$ cat src/rtl/guess_input_pkg.sv
// Shared game constants and the guess-entry FSM state type.
package guess_input_pkg;

  localparam int N_HOLES = 8;
  localparam int GUESS_W = 3;

  typedef enum logic [1:0] {
    IDLE         = 2'd0,
    ACCEPT       = 2'd1,
    WAIT_RELEASE = 2'd2
  } state_t;

endpackage

$ cat src/rtl/guess_input_button_debounce.sv
// One hole button: SYNC_STAGES-deep synchronizer followed by a consecutive-cycle
// debounce counter that flips the clean level once the input has held long enough.
module button_debounce #(
  parameter int DEBOUNCE_CYCLES = 500000,
  parameter int SYNC_STAGES     = 2
) (
  input  logic clk,
  input  logic rst,
  input  logic i_btn,
  output logic o_clean
);

  localparam int CNT_W = $clog2(DEBOUNCE_CYCLES + 1);
  localparam logic [CNT_W-1:0] CNT_LAST = CNT_W'(DEBOUNCE_CYCLES - 1);

  logic [SYNC_STAGES-1:0] r_sync;
  logic [CNT_W-1:0]       r_cnt;
  logic                   r_clean;
  logic                   w_synced;
  logic                   w_differs;

  assign w_synced  = r_sync[SYNC_STAGES-1];
  assign w_differs = (w_synced != r_clean);

  // NOTE: sequential state uses non-blocking assignments only, so every flop
  // samples the pre-edge value of its neighbours regardless of statement order.
  always_ff @(posedge clk) begin
    if (rst) begin
      r_sync  <= '0;
      r_cnt   <= '0;
      r_clean <= 1'b0;
    end else begin
      r_sync[0] <= i_btn;
      for (int i = 1; i < SYNC_STAGES; i++) begin
        r_sync[i] <= r_sync[i-1];
      end
      // The count restarts on any return to the clean level and stops at the
      // accept point, so it can never wrap.
      if (!w_differs) begin
        r_cnt <= '0;
      end else if (r_cnt == CNT_LAST) begin
        r_clean <= w_synced;
        r_cnt   <= '0;
      end else begin
        r_cnt <= r_cnt + 1'b1;
      end
    end
  end

  assign o_clean = r_clean;

endmodule

$ cat src/rtl/guess_input.sv
// Hole-button front end: debounces all holes, then turns a single clean press
// into one guess strobe and flags simultaneous presses.
module guess_input
  import guess_input_pkg::*;
#(
  parameter int DEBOUNCE_CYCLES = 500000,
  parameter int SYNC_STAGES     = 2
) (
  input  logic               clk,
  input  logic               rst,
  input  logic [N_HOLES-1:0] btn,
  output logic [GUESS_W-1:0] user_guess,
  output logic               eval_now,
  output logic               multi_press,
  output logic [N_HOLES-1:0] btn_clean
);

  logic [N_HOLES-1:0] w_clean;
  logic               w_any;
  logic               w_onehot;
  logic [GUESS_W-1:0] w_index;

  state_t             r_state;
  state_t             w_next_state;
  logic [GUESS_W-1:0] r_guess;
  logic [GUESS_W-1:0] w_next_guess;
  logic               r_eval;
  logic               w_next_eval;
  logic               r_multi;
  logic               w_next_multi;

  for (genvar g = 0; g < N_HOLES; g++) begin : g_hole
    button_debounce #(
      .DEBOUNCE_CYCLES (DEBOUNCE_CYCLES),
      .SYNC_STAGES     (SYNC_STAGES)
    ) u_debounce (
      .clk     (clk),
      .rst     (rst),
      .i_btn   (btn[g]),
      .o_clean (w_clean[g])
    );
  end

  assign w_any    = |w_clean;
  assign w_onehot = w_any && ((w_clean & (w_clean - 1'b1)) == '0);

  // NOTE: every signal written in a combinational block gets a default first,
  // otherwise an unassigned path would infer a latch.
  always_comb begin
    w_index = '0;
    for (int i = 0; i < N_HOLES; i++) begin
      if (w_clean[i]) w_index = GUESS_W'(i);
    end
  end

  // Strobes are computed one state ahead and registered, so eval_now is high
  // exactly while the FSM sits in ACCEPT.
  always_comb begin
    w_next_state = r_state;
    w_next_guess = r_guess;
    w_next_eval  = 1'b0;
    w_next_multi = 1'b0;
    unique case (r_state)
      IDLE: begin
        if (w_onehot) begin
          w_next_state = ACCEPT;
          w_next_guess = w_index;
          w_next_eval  = 1'b1;
        end else if (w_any) begin
          w_next_state = WAIT_RELEASE;
          w_next_multi = 1'b1;
        end
      end
      ACCEPT: begin
        w_next_state = WAIT_RELEASE;
      end
      WAIT_RELEASE: begin
        if (!w_any) w_next_state = IDLE;
      end
      default: begin
        w_next_state = IDLE;
      end
    endcase
  end

  always_ff @(posedge clk) begin
    if (rst) begin
      r_state <= IDLE;
      r_guess <= '0;
      r_eval  <= 1'b0;
      r_multi <= 1'b0;
    end else begin
      r_state <= w_next_state;
      r_guess <= w_next_guess;
      r_eval  <= w_next_eval;
      r_multi <= w_next_multi;
    end
  end

  assign user_guess  = r_guess;
  assign eval_now    = r_eval;
  assign multi_press = r_multi;
  assign btn_clean   = w_clean;

endmodule

$ cat config.mk
export PLATFORM = sky130hd
export DESIGN_NAME = guess_input
export DESIGN_NICKNAME = d
export VERILOG_FILES = /design/src/rtl/guess_input_pkg.sv /design/src/rtl/guess_input_button_debounce.sv /design/src/rtl/guess_input.sv
export SDC_FILE = /design/constraint.sdc
export NUM_CORES = 1
export LEC_CHECK = 0
export ABC_AREA = 1
export CAP_MARGIN = 30
export CORE_MARGIN = 2
export CORE_UTILIZATION = 36
export CTS_CLUSTER_SIZE = 30
export DETAILED_ROUTE_END_ITERATION = 10
export PLACE_DENSITY = 0.59
export SLEW_MARGIN = 10
export SYNTH_ARGS = -nofsm -noshare
export SYNTH_HDL_FRONTEND = slang
export SYNTH_HIERARCHICAL = 1
export SYNTH_SLANG_ARGS = --single-unit
$ cat constraint.sdc
create_clock -name clk -period 2.72 [get_ports clk]
set_input_delay 0.544 -clock clk [delete_from_list [all_inputs] [get_ports clk]]
set_output_delay 0.544 -clock clk [all_outputs]
set_load 0.01 [all_outputs]
Yosys cells after proc, flatten, opt, wreduce, memory -nomap -nowiden
Cells that the tools add are included.
- logic and storage cells: 104
- input bits: 10
- bits in registers: 183
- mux-type cells: 13
- equality and inequality tests: 20
- bitwise gates (word level): 10
- reductions and logical operators: 24
- add/sub/neg operators: 9
- operators by type and width (kind ; number):
    19-bit by 1-bit adder with 19-bit output, second input constant ; 8
    19-bit == test, second input constant ; 8
    3-bit OR reduction ; 9
    2-bit AND reduction ; 10
    3-bit 2-to-1 mux ; 6
    1-bit inverter ; 9
    8-bit bitwise AND ; 1
    8-bit zero test ; 1
    1-bit inequality test ; 8
    8-bit OR reduction ; 1
    8-bit by 1-bit subtractor with 8-bit output, second input constant ; 1
    2-bit 2-to-1 mux ; 3
    2-bit case mux with 3 select lines ; 1
    1-bit 2-to-1 mux ; 3
    3-bit inequality test, second input constant ; 1
    2-bit by 1-bit == test with 1-bit output, second input constant ; 1
    2-bit == test, second input constant ; 1
    2-bit zero test ; 1
    2-bit inequality test, second input constant ; 1
    2-bit OR reduction ; 1
    1-bit logical AND ; 1

Logic depth before layout (Yosys ltp)
- word-level depth: 7
- depth in mapped cells: 9
- depth with buffers taken out: 9

Cells and area by module
Netlist, hierarchy kept.
- by module, submodules not included (module ; sequential area each (um^2) ; instances ; area an instance (um^2) ; cells an instance):
    button_debounce ; 440.4 ; 8 ; 1162.4 ; 180
    guess_input ; 140.1 ; 1 ; 466.7 ; 69

Least setup slack after synthesis
No wires, ideal clock.
- kind: register -> register
- from: reg g_hole[0].u_debounce.r_cnt[0]
- to: reg g_hole[0].u_debounce.r_cnt[12]
- data required time: 2606 ps
- arrival: 1210 ps
- library setup time: 114 ps
- path buffers: 1
- stages on the path, launching flop included: 8
- setup slack: 1396 ps
- path through: dfxtp_1 -> ha_1 -> nand2_1 -> nor2_2 -> nand3_2 -> o21bai_4 -> buf_6 -> nor2_1
- cells in the longest elaborated chain, start to end: 2
- elaborated cells on any way between the ends: 3
- classes of those cells: 1 x add/sub; 1 x eq/ne; 1 x reduce/logical
- ends and longest elaborated chain (item ; line ; source):
    start: declaration ; guess_input_button_debounce.sv:17 ; logic [CNT_W-1:0] r_cnt;
    start signal: assignment ; guess_input_button_debounce.sv:45 ; r_cnt <= r_cnt + 1'b1;
    branches (longest 2 deep; another with 19-bit by 1-bit adder with 19-bit output) ; -- ;
Several ways; the timed one is not identified.
A chain may end at the register's enable or synchronous reset.

Final worst setup path
- from: reg g_hole[1].u_debounce.r_clean
- to: out btn_clean[1]
- RTL lines (item ; line ; source):
    start: declaration ; guess_input_button_debounce.sv:18 ; logic r_clean;
    start signal: assignment ; guess_input_button_debounce.sv:42 ; r_clean <= w_synced;
    end: declaration ; guess_input.sv:15 ; output logic [N_HOLES-1:0] btn_clean
No word-level cell between the ends.

==> results.yml <==
flow_run:
  maxCapViolCount: 0
floorplan:
  start_util_pct: 36.44
  core_area_um2: 26800
  die_y_um: 168.7
  rows: 60
  pin_count: 23
  fp.dieArea_um2: 28460
  chipWidth_um: 168.7
critical_path:
  cp_max_fo: 7
  cp-start-kind: "register"
  crit_path_start: "g_hole[1].u_debounce/o_clean"
  worst_setup_path_end_kind: "output port"
  worstPathBufferInverterCount: 1
  cp_cell_sequence: "clkdlybuf4s50_1"
  crit_type: "register to output port"
  reg2reg_from: "g_hole[7].u_debounce/r_cnt[0]"
  cp_slowest_cell: "clkdlybuf4s50_1"
  slowest_delay_ns: 0.63
  ff2ff_path_depth: 6
  crit_family: "buffers and inverters"
  crit_required_ns: 2.18
  arrival_ns: 1.56
  crit_cells: 1
min_path:
  hold_depth: 2
  hold_class: "register to register"
  hp-start: "g_hole[3].u_debounce/r_sync[0]"
timing:
  worst_pin_slew_ns: 0.5397
  skew_ns: 0.01183
  min_period_ns: 2.103
  grt_setup_unrepaired: "false"
  max_freq_mhz: 475.4
  setup_viol: 0
  finalMaxSlewViolations: 0
  relSlewSlack_pct: 64.02
  tns_ns: 0
  period_share_pct: 77.33
  hold_violations: 0
place:
  gp_congestion: 0.8331
  dp.cells: 1866
  placed_area_um2: 10330
  place_hpwl_mm: 15.34
  io_buffers: 22
yosys:
  synthCells: 1509
  synth-seq-cells: 183
  yosys.area.top_type_share_pct: 37.51
  synthFlopType: "dfxtp_1"
  ys_seq_area_share_pct: 37.51
  syn_area_per_cell_um2: 6.472
  synth_area_um2: 9766
  synth.most_common_cell: "nor2_1"
  synth_cell_type_count: 25
  synth_edf_count: 0
  ys_top_cells_by_area: "dfxtp_1 (38%), nor2_1 (14%), nand2_1 (14%)"
  synth_fp_nets: 1527
  synth_common_cells: "nor2_1 (355), nand2_1 (353), inv_1 (228), dfxtp_1 (183), nand3_1 (97)"
  yosys_warnings: 6
  synth_top_cell_by_area: "dfxtp_1"
  async_reset_ff_share_pct: 0
clock_tree:
  hold_buffers: 0
  ctsResizeCount: 0
  cts_buffers: 17
  ctsRootBufferMaster: "clkbuf_16"
  clk_latency_ns: 0.43
  postCtsSetupBuffers: 0
  cts_sinks: 183
  clk_pin_slew_ns: 0.06
  cts.htree.levels: 4
  cts_tree: "done"
  cts_max_path_buffers: 2
detailed_routing:
  firstDrtPassIters: 5
  vias: 8622
  drc: 0
  drt_iter0_markers: 484
  drt_wl_total_mm: 20.37
  ant_nets: 0
  detail_route.vias_per_cell: 4.543
  wl_per_cell_um: 10.73
final_layout:
  finalInstanceArea_um2: 10950
  stdcell_count: 1898
  nets: 1562
  final_util_pct: 40.84
  synthToLayoutAreaGrowth_pct: 12.08
  fill_cells: 2822
  n_antenna_cell: 0
  drive_gt1_share_pct: 7.771
power:
  ir_drop_mv: 0.3745
  p_per_area_nw_per_um2: 488.1
  p_leak_nw: 3.987
grt:
  grt_pass1_vias: 8054
  antenna_found_initial: 0
  grt_max_degree: 27
  grt_pass1_wl_mm: 36.09
  grt.total_usage_pct: 15.21
  grt-ovfl-total: 0
run_status:
  status: "complete, no violations"
## area by class of cell
type / count / area [µm²] / share of cell area (%)
tap: 341 / 426.7 / 3.898
clock inverter: 14 / 173.9 / 1.589
inverter: 229 / 859.6 / 7.853
sequential: 183 / 3664 / 33.47
timing repair buffer: 24 / 230.2 / 2.103
multi-input combinational: 1089 / 5152 / 47.07
clock buffer: 18 / 439.2 / 4.012
## worst paths after layout
kind | slack (ns) | endpoint
min | 0.40 | g_hole[3].u_debounce/r_sync[1]
min reg2reg | 0.40 | g_hole[3].u_debounce/r_sync[1]
max | 0.62 | btn_clean[1]
max reg2reg | 1.14 | g_hole[7].u_debounce/r_cnt[0]
## routing by layer
metal / routed length, µm / up-vias / GRT usage, %
met5: 0 / - / 0
met4: 214 / 0 / 4.498
met3: 440 / 15 / 2.572
met2: 9158 / 73 / 25.48
met1: 10560 / 3825 / 20.12
li1: - / 4709 / -
## cell usage in the layout, fill, tap and decap left out, types with 2 or more instances in the layout
master	instances
nor2_1	355
nand2_1	353
inv_1	228
dfxtp_1	183
nand3_1	97
a21oi_1	59
xor2_1	40
nor3_1	32
nor2_2	28
nand2_2	27
o21ai_0	26
clkdlybuf4s50_1	21
nand4_1	17
clkbuf_16	17
nor2_4	10
nand3_2	8
o21bai_4	8
xnor2_1	8
o21ai_1	8
ha_1	8
clkinvlp_4	4
bufinv_16	3
clkinv_4	3
inv_6	2
clkinv_2	2
buf_4	2
## worst register-to-register path: stages (launching register included)
cell and delay (ns):
dfxtp_1 0.36, ha_1 0.21, nand2_1 0.13, nor2_2 0.18
nand3_2 0.12, o21bai_4 0.36, nor2_1 0.09
## per-stage QoR
step / power, W / setup slack, ns / hold slack, ns
floorplan: 0.002805 / 1.396 / 0.3883
global placement: 0.002836 / 0.9826 / 0.3897
detailed placement: 0.002837 / 0.9663 / 0.3953
CTS: 0.005430 / 0.5691 / 0.4074
global route: 0.005552 / 0.5057 / 0.4108
finish: 0.005342 / 0.6165 / 0.4042
## cell families after synthesis
family / share of synthesized area, %
XOR/XNOR: 4.305
buffers and inverters: 9.725
flip-flops: 37.51
adder cells (fa/ha/maj): 1.025
AO/OA/AOI/OAI: 6.393
AND/OR/NAND/NOR: 41.04
## flip-flops by register name (all words and copies together), names as in the netlist
register and cells:
eval_now 1, g_hole.u_debounce/o_clean 8, g_hole.u_debounce/r_cnt 152, g_hole.u_debounce/r_sync 16
multi_press 1, r_state 2, user_guess 3
## power by group
group          switching (W)  internal, W  total [W]
combinational      0.0000444    0.0000293  0.0000737
sequential        0.00000746      0.00269    0.00270
clock                0.00109      0.00148    0.00257
total                0.00114      0.00420    0.00534
(Power assumes the default switching activity.)
